## src/rtl/sub100_seq.sv

```systemverilog
// Multi-cycle WIDTH-bit subtractor computing a - b - bin, CHUNK bits per clock, with valid/ready handshakes.
// Define SUB_OVERFLOW_EN to add the signed-overflow output ovf.
module sub100_seq #(
    parameter int unsigned WIDTH = 100,
    parameter int unsigned CHUNK = 10
) (
    input  logic             clk,
    input  logic             rst_n,
    input  logic             in_valid,
    output logic             in_ready,
    input  logic [WIDTH-1:0] a,
    input  logic [WIDTH-1:0] b,
    input  logic             bin,
    output logic             out_valid,
    input  logic             out_ready,
    output logic [WIDTH-1:0] diff,
    output logic             bout
`ifdef SUB_OVERFLOW_EN
    ,
    output logic             ovf
`endif
);

    localparam int unsigned N     = WIDTH / CHUNK;
    localparam int unsigned CNT_W = (N > 1) ? $clog2(N) : 1;

    if (WIDTH % CHUNK != 0) begin : g_chunk_check
        $error("sub100_seq: WIDTH must be a multiple of CHUNK");
    end

    typedef enum logic [1:0] {
        IDLE,
        RUN,
        DONE
    } state_t;

    state_t           state, state_nx;
    logic [WIDTH-1:0] a_r, b_r, diff_r;
    logic             borrow;
    logic [CNT_W-1:0] cnt;
    logic             load, step, last;
    logic [CHUNK-1:0] a_k, b_k;
    logic [CHUNK:0]   sub_k;

    assign last = (cnt == CNT_W'(N - 1));
    assign a_k  = a_r[cnt*CHUNK +: CHUNK];
    assign b_k  = b_r[cnt*CHUNK +: CHUNK];

    // One extra bit on the left collects the borrow out of this chunk.
    always_comb begin
        sub_k = {1'b0, a_k} - {1'b0, b_k} - {{CHUNK{1'b0}}, borrow};
    end

    always_ff @(posedge clk or negedge rst_n) begin
        if (!rst_n) state <= IDLE;
        else        state <= state_nx;
    end

    always_comb begin
        state_nx  = state;
        in_ready  = 1'b0;
        out_valid = 1'b0;
        load      = 1'b0;
        step      = 1'b0;
        case (state)
            IDLE: begin
                in_ready = 1'b1;
                if (in_valid) begin
                    load     = 1'b1;
                    state_nx = RUN;
                end
            end
            RUN: begin
                step = 1'b1;
                if (last) state_nx = DONE;
            end
            DONE: begin
                out_valid = 1'b1;
                if (out_ready) state_nx = IDLE;
            end
            default: state_nx = IDLE;
        endcase
    end

    always_ff @(posedge clk or negedge rst_n) begin
        if (!rst_n) begin
            a_r    <= '0;
            b_r    <= '0;
            diff_r <= '0;
            borrow <= 1'b0;
            cnt    <= '0;
        end else if (load) begin
            a_r    <= a;
            b_r    <= b;
            borrow <= bin;
            cnt    <= '0;
        end else if (step) begin
            diff_r[cnt*CHUNK +: CHUNK] <= sub_k[CHUNK-1:0];
            borrow                     <= sub_k[CHUNK];
            cnt                        <= cnt + 1'b1;
        end
    end

    assign diff = diff_r;
    assign bout = (state == DONE) && borrow;

`ifdef SUB_OVERFLOW_EN
    assign ovf = (state == DONE) && (a_r[WIDTH-1] != b_r[WIDTH-1]) && (diff_r[WIDTH-1] != a_r[WIDTH-1]);
`endif

endmodule

```

## config.mk

```make
export PLATFORM = sky130hd
export DESIGN_NAME = sub100_seq
export DESIGN_NICKNAME = d
export VERILOG_FILES = /design/src/rtl/sub100_seq.sv
export SDC_FILE = /design/constraint.sdc
export NUM_CORES = 1
export LEC_CHECK = 0
export BUFFER_PORTS_ARGS = -buffer_cell sky130_fd_sc_hd__clkbuf_2
export CAP_MARGIN = 20
export CORE_ASPECT_RATIO = 0.9
export CORE_MARGIN = 8
export CORE_UTILIZATION = 46
export CTS_BUF_LIST = sky130_fd_sc_hd__clkbuf_16
export CTS_CLUSTER_SIZE = 20
export DETAILED_ROUTE_END_ITERATION = 12
export PLACE_DENSITY = 0.68
export SYNTH_ARGS = -nofsm -noshare
export SYNTH_HDL_FRONTEND = slang
export SYNTH_SLANG_ARGS = --single-unit
```

## constraint.sdc

```tcl
create_clock -name clk -period 6.6 [get_ports clk]
set_clock_uncertainty 0.1 [all_clocks]
set_input_delay 0.66 -clock clk [delete_from_list [all_inputs] [get_ports clk]]
set_output_delay 0.66 -clock clk [all_outputs]
set_load 0.005 [all_outputs]
```

Word-level counts from Yosys, hierarchy flattened
Index checks and enable logic that the tools add are counted.
{"block": "totals", "regBits": 307, "in_bits": 205, "word_cells": 41, "output_inout_bits": 103}
{"block": "op_classes", "shift": 4, "n_bitwise": 1, "n_eq_ne": 6, "n_reduce_logical": 5, "n_mux": 14, "addsub": 4, "mul": 1}
{"op": "$shiftx 100x9->10", "n": 2}
{"op": "$bwmux 100", "n": 1}
{"op": "$shift 10x34->100 const A", "n": 1}
{"op": "$shiftx 10x34->100", "n": 1}
{"op": "$neg 8->34", "n": 1}
{"op": "$sub 10x10->11", "n": 1}
{"op": "$sub 11x1->11", "n": 1}
{"op": "$mux 4", "n": 2}
{"op": "$mul 4x3->7 const B", "n": 1}
{"op": "$mux 1", "n": 7}
{"op": "$mux 2", "n": 3}
{"op": "$ne 2x2->1 const B", "n": 3}
{"op": "$pmux 2 s3", "n": 1}
{"op": "$add 4x1->4 const B", "n": 1}
{"op": "$eq 4x4->1 const B", "n": 1}
{"op": "$reduce_and 3->1", "n": 1}
{"op": "$eq 2x1->1 const B", "n": 1}
{"op": "$eq 2x2->1 const B", "n": 1}
{"op": "$logic_not 2->1", "n": 1}
{"op": "$reduce_and 2->1", "n": 1}
{"op": "$reduce_bool 2->1", "n": 1}
{"op": "$logic_and 1x1->1", "n": 1}
{"op": "$not 1->1", "n": 1}

Depth between registers and ports, before layout
Gate-level depths: netlist (run 1).
{"block": "depth", "ltp_word": 6, "depth_mapped": 20, "ltp_nobuf": 14}

Worst setup path after synthesis (run 1)
OpenSTA, ideal clock, no wires.
{"block": "synth_path", "path_type": "register -> register", "start": "reg cnt[0]", "end": "reg diff_r[90] (netlist: diff[90])", "period_less_slack_ns": 4.674, "arrival_time_ns": 4.430, "t_required_ns": 6.356, "path_buffers": 4, "stages_incl_launch_ff": 18, "path_slack_ns": 1.926, "setup_ns": 0.144, "path_cell_list": "dfrtp_1 buf_2 buf_2 buf_1 buf_1 mux2_2 a22oi_1 a2bb2oi_1 fa_1 inv_1 fa_1 a21boi_0 o22ai_2 mux2i_1 a21oi_1 o21a_1 o31ai_1 a21oi_1"}
{"block": "synth_between", "elab_chain_len": 6, "word_cells_on_any_way": 9, "classes_between": "add/sub: 3; mul: 1; shift: 4; mux: 1"}
{"item": "start: declaration", "line_no": "40", "text": "logic [CNT_W-1:0] cnt;"}
{"item": "start signal: assignment", "line_no": "100", "text": "cnt <= cnt + 1'b1;"}
{"item": "$mul 4x3->7 (*)", "line_no": "46, 47, 98"}
{"item": "$shiftx 100x9->10 (on tied branches)", "line_no": "46, 47"}
{"item": "$sub 10x10->11", "line_no": "51", "text": "sub_k = {1'b0, a_k} - {1'b0, b_k} - {{CHUNK{1'b0}}, borrow};"}
{"item": "$sub 11x1->11", "line_no": "51"}
{"item": "$shiftx 10x34->100", "line_no": "98", "text": "diff_r[cnt*CHUNK +: CHUNK] <= sub_k[CHUNK-1:0];"}
{"item": "$bwmux 100 (*)", "line_no": "98"}
{"item": "end signal: indexed assignment", "line_no": "98"}
{"item": "end: declaration", "line_no": "38", "text": "logic [WIDTH-1:0] a_r, b_r, diff_r;"}
Every way passes the cells marked *; elsewhere a longest branch is shown, timed or not.
A chain may end at the register's enable or synchronous reset.

Final worst setup path (run 1)
{"block": "layout_path", "start": "reg cnt[0]", "end": "reg diff_r[43] (netlist: diff[43])"}
Same word-level chain as after synthesis.

==> results, run 1 <==
- The H-tree depth is 2.
- The clock-pin slew of the registers on the worst-case setup and hold paths is 0.06 ns.
- The total of warnings raised by yosys is 0.
- The setup slack of the worst register-to-register path is 1.21 ns.
- Counting flops with an async set or reset pin after synthesis yields a share of 100%.
- The flow ran to the end, and the final reports show no timing, DRC or antenna violations.
- The global-route wire length before repair is 79200 um.
- The prevailing post-synth register cell is dfrtp_1.
- The number of max-slew violations in the final report is 0.
- The final weighted congestion of routability-driven global placement is 0.982.
- The total overflow left after global routing is 0.
- The count of inserted antenna diode cells is 0.
- In this run, synthesis inferred 0 flip-flops with an integrated enable.
- The post-cts resize count is 0.
- Setup repair after global routing left no endpoint under its margin.
- After detailed routing, the total wire length is 50400 um.
- Global routing consumed, over all layers together, 24.6% of the routing resources.
- In this run the core area contains 64 standard-cell rows.
- The reported max-cap violation count is 0.
- Input and output buffers added on the ports amount to 307.
- The number of hold-slack violations in the final timing report is 0.
- The endpoint identified for the worst register-to-register timing path is diff[43].
- The clock root buffer is clkbuf_16.
- The detailed router finished its first iteration with 1177 violations.
- The setup TNS after final layout is 0 ns.
- The critical path class is reg2reg.
- TritonCTS built the clock tree.
- Of the synthesized area, sequential elements account for 48.8%.
- The cell family contributing the most delay on the critical path is compound AO/OA/AOI/OAI gates.
- The total standard cell area after synthesis is 0.0158 mm^2.
- For the worst-skew pair, the clock arrives at the later sink with an insertion delay of 0.51 ns.
- The number of nets at the end of the flow is 2268.
- At the placement stage, the worst setup path has a slack of 1.22 ns.
- The delay of the slowest cell on the worst path is 0.99 ns.
- Buffers inserted to repair hold after CTS numbered 0.
- The HPWL reported at the end of detailed placement is 37300 um.
- The effective utilization at floorplan is 46.5%.
- For this block, the via count after detailed routing is 13800.
- The buffers plus inverters on the worst setup path is 1.
- The shortest clock period the worst path allows after layout is 5.39 ns.
- The data required time at the worst endpoint is 6.84 ns.
- The critical path arrival is 5.63 ns.
- The worst setup path is launched from a flip-flop.
- The instance count of the mapped netlist is 1759.
- The number of antenna violations at the first check in global routing is 0.
- The height of the chip is 192 um.
- The proportion of layout cells with a drive suffix above 1 is 23.6%.
- The synthesized netlist net count is 1993.
- The via count normalized by instance count is 5.50.
- Averaged over all synthesized cells, the footprint is 8.96 um^2.
- The peak clock frequency supported by timing is 186 MHz.
- The maximum fanout along the worst path is 52.
- From synthesis to final layout, the design area changed by 18.6%.
- The worst-margin pin slew is 1.03 ns.
- In this run the horizontal extent of the chip is 211 um.
- The top cell types in the final layout, fill and taps aside, are nand2_1, clkbuf_2, dfrtp_1, nor2_1, a21oi_1.
- In this run the critical register-to-register path is launched from cnt[0].
- The via count of the first global-routing pass is 14100.
- In the post-route analysis, the smallest setup slack over all paths is 1.21 ns.
- Setup violations remaining at the end of the flow were counted as 0.
- The count of buffers added by post-CTS timing repair for setup is 0.
- The endpoint kind of the worst setup timing path is a flip-flop.
- The detailed-routing iteration count for the pre-antenna-repair pass is 7.
- In this run the tightest slew margin relative to its limit is 31.4%.
- The critical path goes through mux4_2, a22oi_1, o21ai_0, ha_1, inv_1, ha_1, a21o_1, a2111oi_0, or3_1, a31oi_1, nor4_1, o31ai_2, a31oi_1.
- The library cell used most frequently in the layout, excluding fill and tap cells, is nand2_1.
- The floorplan step defined a die boundary enclosing 0.0404 mm^2.
- Dividing the detail-routed wire length by the instance count gives 20.0 um.
- Yosys mapped the design onto 77 distinct sky130hd cell types.
- Pin placement for this block handled 308 I/O pins.
- For this design, the sink count on the clock tree is 307.
- The worst path uses 81.6% of the clock period.
- The min-delay analysis places its worst path in the category in2async.
- Once detail routing completed, the nets flagged for antenna violations numbered 0.
- Entering global routing, the biggest net connects 161 pins.
- The synthesized design contains 307 register bits.
- The clock passes through at most 3 buffers.
- The DRC violation count after routing is 0.
- The slowest stage of the critical path is the dfrtp_4 cell.
- The number of buffers added by the clock tree synthesis step is 34.
- The core region is 0.0339 mm^2.
- The worst register-to-register path has a depth of 13.
[flip-flops by register name (all words and copies together) (netlist names)]
name    flops
a_r       100
b_r       100
diff      100
cnt         4
state       2
borrow      1
[per-layer routing]
metal  GRT usage (%)  up-vias  wire (um)
met2            38.4      507      22800
met4            7.58        0       1440
met5               0        -          0
met1            34.3     6700      22500
met3            4.98       99       3680
li1                -     6537          -
[worst max path at each step]
stage               cells past startpoint  slack (ns)        to  startpoint
finish                                 13        1.21  diff[43]      cnt[0]
floorplan                              17        1.93  diff[90]      cnt[0]
CTS                                    13        1.19  diff[27]      cnt[0]
global placement                       14        1.31  diff[95]      cnt[0]
global route                           13        0.79  diff[27]      cnt[0]
detailed placement                     13        1.22  diff[27]      cnt[0]
[cell usage after synthesis (3+ instances only)]
cell,count,area [um^2]
nor3_1,33,165
mux2_2,43,484
o211ai_2,3,37.5
buf_6,3,33.8
nor4_1,3,18.8
o31ai_1,5,37.5
fa_1,3,60.1
o21ai_0,39,195
a22oi_1,23,173
o211ai_1,10,75.1
or3_1,6,37.5
a2bb2oi_1,12,105
o21ai_1,7,35.0
buf_2,14,70.1
o22ai_1,7,43.8
inv_1,34,128
ha_1,26,325
o31a_1,8,70.1
o22a_1,3,26.3
nand2b_1,7,43.8
a21oi_1,49,245
nand4_1,5,31.3
mux4_2,37,833
o221ai_1,3,26.3
nor2b_1,8,50.1
buf_1,8,30.0
and2_1,8,50.1
nand3_1,18,90.1
nor2_1,128,480
o21a_1,11,82.6
mux2i_1,20,200
a41oi_1,6,52.6
clkbuf_1,67,251
a31oi_1,47,294
nand2_1,676,2540
a21o_1,3,22.5
dfrtp_1,307,7680
xnor2_1,5,43.8
and3_1,8,50.1
xor2_1,7,61.3
[cell families (layout without fill, tap and decap cells)]
kind of cell,after synthesis,after routing,synth area share (%)
simple gates,912,912,23.2
flops,307,307,48.8
compound gates,271,271,12.0
buf+inv,128,424,3.30
mux,100,100,9.63
fa+ha+maj,29,29,2.45
xor+xnor,12,12,0.667
[cell type report]
| type | count | area [um^2] |
|---|---|---|
| inverter | 36 | 135 |
| timing repair buffer | 331 | 1740 |
| fill | 3161 | 15200 |
| sequential | 307 | 7690 |
| clock buffer | 35 | 876 |
| clock inverter | 22 | 105 |
| tap | 462 | 578 |
| multi-input combinational | 1324 | 7570 |
[through the flow]
step	hold slack, ns	area (um^2)	utilization (%)	cells
final	0.111	18700	55.2	2517
after global routing	0.192	18700	55.2	2517
after CTS	0.181	18700	55.2	2516
after detailed placement	0.358	17700	52.3	2459
after global placement	0.353	17700	52.3	2459
after floorplan	0.264	15800	-	1759
[worst reg2reg max path: cells and delay by family (launching register included)]
family / cells / cell delay [ns]
AND/OR/NAND/NOR: 2 / 0.65
AO/OA/AOI/OAI: 7 / 2.05
multiplexers: 1 / 0.74
flip-flops: 1 / 0.99
buffers and inverters: 1 / 0.04
adder cells (fa/ha/maj): 2 / 0.65
Power of run 1 is left out: the tool's default activity adds up to more than one toggle a clock period on the data nets, which glitch-free logic cannot reach.
==> run 2: changes to the inputs <==
--- a/config.mk
+++ b/config.mk
@@ -13,7 +13,7 @@
 export CTS_BUF_LIST = sky130_fd_sc_hd__clkbuf_16
 export CTS_CLUSTER_SIZE = 20
 export DETAILED_ROUTE_END_ITERATION = 12
-export PLACE_DENSITY = 0.68
+export PLACE_DENSITY = 0.71
 export SYNTH_ARGS = -nofsm -noshare
 export SYNTH_HDL_FRONTEND = slang
 export SYNTH_SLANG_ARGS = --single-unit
==> constraint.sdc (replaced) <==
create_clock -name clk -period 4.55 [get_ports clk]
set_clock_uncertainty 0.1 [all_clocks]
set_input_delay 0.455 -clock clk [delete_from_list [all_inputs] [get_ports clk]]
set_output_delay 0.455 -clock clk [all_outputs]
set_load 0.005 [all_outputs]
==> run 2 against run 1 <==
Against the previous run:
- count of clock-buffer cells in the layout fell by 1
- register-to-register slack got worse by 1.1 ns
- final cell count up 3.5%
- first-iteration DRC count up 27%
- non-clock buffer count increased by 86
- maximum frequency rose by 23%
- flip-flop and latch count stayed put
- die area did not move
- core utilization is 2.7 points higher
- via count grew 2.6%
- design area is 5.0% higher
==> results, run 2 (synthesized netlist as in run 1, its figures left out) <==
- The flow ran to the end, and the final reports show no timing, DRC or antenna violations.
- The proportion of layout cells with a drive suffix above 1 is 27.7% (+4.0 points).
- The most numerous cell on the critical path is ha_1.
- The number of nets at the end of the flow is 2354 (+3.8%).
- The kind of cell adding the most delay to the critical path is simple AND/OR/NAND/NOR gates.
- The height of the chip came to 192 um (unchanged).
- The path class of the tightest hold or removal check is in2reg.
- The maximum fanout along the worst path was 17 (-67%).
- The most common cell after layout, fill and taps aside is nand2_1.
- The worst hold path begins at b[65].
- The number of antenna violations at the first check in global routing was 2 (+2).
- Setup repair after global routing could not meet its margin everywhere.
- The count of boundary I/O pins is 308 (unchanged).
- The headroom to the max-slew limit is 37.9% (+6.5 points).
- The library cell contributing the largest single delay on the critical path is nor3_1.
- The vias after detailed routing was 14200 (+2.6%).
- The area enclosed by the die boundary is 0.0404 mm^2 (unchanged).
- The clock root buffer is clkbuf_16.
- The number of max-slew violations in the final report is 0 (unchanged).
- The critical path arrival came to 4.68 ns (-0.95 ns).
- The launch point of the critical path is cnt[0].
- The number of hold-slack violations in the final timing report came to 0 (unchanged).
- The startpoint of the most critical register-to-register path is cnt[0].
- The count of inserted antenna diode cells was 0 (unchanged).
- STA classifies the critical path endpoint as a flip-flop.
- The number of filler instances in the final layout is 3058 (-3.3%).
- The shortest clock period the worst path allows after layout is 4.40 ns (-0.990 ns).
- The reported max-cap violation count came to 0 (unchanged).
- The HPWL reported at the end of detailed placement is 38500 um (+3.2%).
- The number of setup violations in the final report is 0 (unchanged).
- The clock latency of the later-clocked register in the worst-skew pair is 0.52 ns (about the same).
- The wire length per cell after detailed routing is 19.6 um (-2.1%).
- The H-tree depth is 2 (unchanged).
- The via count of the first global-routing pass is 14600 (+3.6%).
- The final weighted congestion of routability-driven global placement is 0.936 (-4.7%).
- The launching element type of the critical path is a flip-flop.
- The clock-pin slew of the registers on the worst-case setup and hold paths is 0.06 ns (about the same).
- The remaining antenna violation count after routing is 0 (unchanged).
- The effective utilization at floorplan was 46.5% (unchanged).
- The post-synthesis to final-layout area growth is 24.5%.
- The total routing usage reported by global routing is 25.3% (+0.67 points).
- The DRC violation count after routing is 0 (unchanged).
- The number of clock sinks is 307 (unchanged).
- The horizontal die dimension is 211 um (unchanged).
- TritonCTS built the clock tree.
- The maximum clock path buffer count is 3 (unchanged).
- The worst slack at placement is -0.00120 ns (-1.22 ns).
- The number of buffers added by the clock tree synthesis step is 34 (unchanged).
- The floorplan row count is 64 (unchanged).
- The largest net degree at the start of global routing is 127 (-21%).
- The worst hold slack after final layout is 0.0275 ns (-0.0836 ns).
- The global-route wire length before repair is 81300 um (+2.7%).
- The starting DRC count in detailed routing came to 1493 (+27%).
- Leaving out fill and tap cells, the most frequent cells in the layout are nand2_1, clkbuf_2, dfrtp_1, nor2_1, buf_4.
- The least setup slack across all paths after layout is 0.154 ns (-1.06 ns).
- The quantity of I/O buffers inserted on ports came to 307 (unchanged).
- The aggregate routed wire length is 51100 um (+1.4%).
- By startpoint and endpoint, the worst setup path is classified as reg2reg.
- The worst-margin pin slew came to 0.931 ns (-0.0971 ns).
- The detailed-routing iteration count for the pre-antenna-repair pass came to 6 (-1).
- The area of all sequential standard cells is 0.00769 mm^2 (unchanged).
- The critical path goes through buf_12, buf_12, buf_4, ha_1, ha_1, fa_1, xnor2_2, and3_1, ha_1, nand2_1, or3_1, nor3_1, mux2i_1, o21ai_1.
- The standard cell core area was 0.0339 mm^2 (unchanged).
- The data required time at the worst endpoint was 4.84 ns (-2.00 ns).
- The buffers plus inverters on the worst setup path is 3 (+2).
- The area used by multi-input combinational logic is 0.00771 mm^2 (+1.9%).
- The peak clock frequency supported by timing was 227 MHz (+23%).
- The via count normalized by instance count is 5.45 (-0.95%).
- The final cycle utilization of the critical path is 96.6% (+15 points).
- The delay of the slowest cell on the worst path is 0.58 ns (-0.41 ns).
- The total global routing overflow was 0 (unchanged).
## run 2: changes by cell type in the layout (fill, tap and decap cells not counted), sizes merged
cell and change:
buf +85, bufinv +2, clkbuf -1, clkinv +4, clkinvlp -3, dlygate4sd3 +1, inv +1
## run 2: what timing repair did
item	CTS	global route
endpoints found under the hold margin	61	0
gates resized for setup	2	24
buffers inserted	0	2
endpoints found under the setup margin	15	81
hold buffers	1	0
pin swaps	0	6
## run 2: metal layers
layer | global-route usage, % | up-vias | wire [um]
met3 | 4.39 | 82 | 3930
li1 | - | 6703 | -
met2 | 39.6 | 540 | 23200
met1 | 36.0 | 6867 | 22700
met4 | 6.64 | 4 | 1200
met5 | 0 | - | 26
## run 2: area by class of cell
class	count	share of cell area [%]
Clock buffer	34	4.34
Multi-Input combinational cell	1324	39.3
Inverter	36	0.689
Tap cell	462	2.95
Sequential cell	307	39.2
Timing Repair Buffer	417	12.6
Clock inverter	26	0.918
## run 2: metrics by stage
stage	std cells	utilization [%]	instance area, um^2	setup TNS (ns)
after floorplan	1759	-	15800	0
after global placement	2543	54.4	18400	0
after detailed placement	2543	54.4	18400	-0.00120
after CTS	2604	57.5	19500	0
after global routing	2606	57.9	19600	-0.0415
final	2606	57.9	19600	0
## run 2: path summary, 6_finish.rpt
path / end / slack (ns) / cells after the start
worst max register to register: diff[83] / 0.15 / 14
worst min-delay path: b_r[65] / 0.03 / 3
min in group asynchronous: b_r[4] / 0.40 / 2
worst min register to register: a_r[68] / 0.37 / 2
max in group asynchronous: cnt[0] / 2.87 / 3
worst max-delay path: diff[83] / 0.15 / 14
## run 2: worst register-to-register path, stage by stage (launching register included)
cell and delay, ns:
dfrtp_4 0.53, buf_12 0.18, buf_12 0.18, buf_4 0.19
ha_1 0.21, ha_1 0.20, fa_1 0.44, xnor2_2 0.20
and3_1 0.22, ha_1 0.35, nand2_1 0.08, or3_1 0.48
nor3_1 0.58, mux2i_1 0.25, o21ai_1 0.08
Power of run 2 is left out for the same reason.
==> run 3: changes to the inputs <==
--- a/config.mk
+++ b/config.mk
@@ -13,7 +13,7 @@
 export CTS_BUF_LIST = sky130_fd_sc_hd__clkbuf_16
 export CTS_CLUSTER_SIZE = 20
 export DETAILED_ROUTE_END_ITERATION = 12
-export PLACE_DENSITY = 0.71
+export PLACE_DENSITY_LB_ADDON = 0.12
 export SYNTH_ARGS = -nofsm -noshare
 export SYNTH_HDL_FRONTEND = slang
 export SYNTH_SLANG_ARGS = --single-unit
==> run 3 against run 2 <==
Against the previous run:
- wire length down 0.31%
- first-iteration DRC count down 33%
- via count down 1.0%
- final cell count up 0.50%
- critical path depth up 3
- count of clock-buffer cells in the layout up 1
- critical endpoint is now diff[90]
==> results, run 3 (synthesized netlist as in run 1, its figures left out) <==
- The total cell area at the placement stage is 0.0185 mm^2 (+0.27%).
- The H-tree depth is 2 (unchanged).
- The number of antenna violations at the first check in global routing is 0 (-2).
- The number of standard cells in the layout, taps in and fillers out is 2619 (+0.50%).
- The startpoint of the most critical register-to-register path is cnt[0].
- The setup slack of the worst register-to-register path is 0.15 ns (about the same).
- The worst-margin pin slew is 0.917 ns (-0.0144 ns).
- The vias after detailed routing is 14000 (-1.0%).
- The number of buffers added by the clock tree synthesis step is 34 (unchanged).
- The number of clock sinks was 307 (unchanged).
- In this run the most critical hold path is launched from b[86].
- The shortest clock period the worst path allows after layout was 4.40 ns (+0.000594 ns).
- The depth of the worst hold-timing path is 3 (unchanged).
- The effective utilization at floorplan is 46.5% (unchanged).
- The floorplan row count is 64 (unchanged).
- The critical path class is reg2reg.
- The count of inserted antenna diode cells is 0 (unchanged).
- The quantity of I/O buffers inserted on ports is 307 (unchanged).
- The wire length per cell after detailed routing came to 19.4 um (-0.81%).
- The proportion of layout cells with a drive suffix above 1 came to 28.4% (+0.71 points).
- The total length of routed met2 wires is 23500 um (+1.5%).
- The wire length on met3 was 3190 um (-19%).
- The total global routing overflow was 0 (unchanged).
- The detailed-routing iteration count for the pre-antenna-repair pass is 5 (-1).
- The count of boundary I/O pins is 308 (unchanged).
- The maximum clock path buffer count came to 3 (unchanged).
- The global-route wire length before repair came to 80400 um (-1.1%).
- The remaining antenna violation count after routing was 0 (unchanged).
- The final weighted congestion of routability-driven global placement is 0.917 (-2.0%).
- The peak clock frequency supported by timing is 227 MHz (about the same).
- The data required time at the worst endpoint came to 4.82 ns (-0.02 ns).
- The critical path arrival came to 4.67 ns (about the same).
- The number of instances in the placed design was 2552 (+0.35%).
- The worst hold-check path type is in2reg.
- The aggregate routed wire length was 50900 um (-0.31%).
- The setup TNS after final layout was 0 ns (unchanged).
- Setup repair after global routing could not meet its margin everywhere.
- The area enclosed by the die boundary is 0.0404 mm^2 (unchanged).
- The path with the worst hold slack has its endpoint at b_r[86].
- The flow ran to the end, and the final reports show no timing, DRC or antenna violations.
- The number of max-slew violations in the final report is 0 (unchanged).
- The number of nets at the end of the flow is 2369 (+0.64%).
- The starting DRC count in detailed routing is 1005 (-33%).
- The clock latency of the later-clocked register in the worst-skew pair was 0.52 ns (about the same).
- The library cell used most frequently in the layout, excluding fill and tap cells, is nand2_1.
- The maximum fanout along the worst path is 6 (-11).
- The post-synthesis to final-layout area growth is 25.8%.
- The number of hold-slack violations in the final timing report is 0 (unchanged).
- The highest metal layer with signal wires is met4.
- The via count of the first global-routing pass is 14400 (-1.0%).
- The headroom to the max-slew limit came to 38.9% (+0.96 points).
- The DRC violation count after routing came to 0 (unchanged).
- The final cycle utilization of the critical path is 96.6% (about the same).
- The library cells used most frequently in the layout, excluding fill and tap cells, are nand2_1, clkbuf_2, dfrtp_1, nor2_1, buf_4.
- The total routing usage reported by global routing is 25.0% (-0.30 points).
- The clock-pin slew of the registers on the worst-case setup and hold paths is 0.06 ns (about the same).
- The reported max-cap violation count is 0 (unchanged).
- The standard cell core area is 0.0339 mm^2 (unchanged).
- The via count normalized by instance count is 5.36 (-1.5%).
- The clock root buffer is clkbuf_16.
- The largest net degree at the start of global routing is 119 (-6.3%).
- STA classifies the critical path startpoint as a flip-flop.
- The met1 layer wirelength in the final routing is 23300 um (+2.3%).
- The horizontal die dimension came to 211 um (unchanged).
- The endpoint kind of the worst setup timing path is a flip-flop.
- The number of setup violations in the final report is 0 (unchanged).
- The worst register-to-register path ends at diff[90].
- The path depth of the worst reg2reg path is 17 (+3).
- The clock tree from TritonCTS is yes.
- The final design area excluding fillers is 0.0198 mm^2 (+1.1%).
- The HPWL reported at the end of detailed placement is 38300 um (-0.52%).
- The height of the chip was 192 um (unchanged).
==> run 3: changes by cell type in the layout (fill, tap and decap cells not counted), sizes merged, moves of 2 or more <==
cell      change
buf          +14
clkinv        -4
inv           -2
clkinvlp      +2
==> run 3: critical path: stages (launching register included) <==
cell and delay, ns:
dfrtp_4 0.49, buf_6 0.17, buf_12 0.11, mux4_2 0.54, a22oi_2 0.24, o21ai_1 0.14
ha_1 0.30, inv_1 0.04, ha_1 0.21, or3_1 0.40, o22ai_4 0.26, mux2i_2 0.29
a21oi_1 0.12, buf_4 0.14, o21a_1 0.23, o31ai_2 0.19, buf_4 0.20, a21oi_1 0.09
==> run 3: final cells by class <==
cell class	count	area, um^2
clock buffer	35	876
inverter	36	135
clock inverter	23	189
sequential	307	7690
timing repair buffer	432	2600
fill	3136	14000
tap	462	578
multi-input combinational	1324	7760
==> run 3: repair_timing <==
action                                  CTS  global route
hold endpoints to repair                 71             0
hold buffers                              2             0
resized for setup                         8            35
setup buffers                             4             3
pin swaps                                 1             6
endpoints found under the setup margin   48            92
==> run 3: how the worst max path moves through the flow <==
| stage | startpoint | end | slack (ns) | cells past startpoint |
|---|---|---|---|---|
| global route | cnt[0] | diff[74] | -0.04 | 17 |
| floorplan | cnt[0] | diff[44] | 0.004 | 17 |
| global placement | cnt[0] | diff[16] | -0.24 | 14 |
| CTS | cnt[0] | diff[54] | 0.03 | 17 |
| finish | cnt[0] | diff[90] | 0.15 | 17 |
| detailed placement | cnt[0] | diff[48] | -0.27 | 14 |
==> run 3: per-layer routing <==
| metal | vias to the layer above | global-route usage, % |
|---|---|---|
| li1 | 6738 | - |
| met4 | 0 | 6.13 |
| met2 | 437 | 39.8 |
| met5 | - | 0 |
| met3 | 67 | 4.98 |
| met1 | 6805 | 34.7 |
==> run 3: per-stage QoR <==
step	setup slack (ns)	hold WS, ns	utilization (%)
after global routing	-0.0351	0.0149	58.5
after CTS	0.0303	0.0000872	58.0
after detailed placement	-0.266	0.357	54.6
after floorplan	0.00414	0.0594	-
after global placement	-0.242	0.353	54.6
final	0.153	0.0236	58.5
Power of run 3 is left out for the same reason.
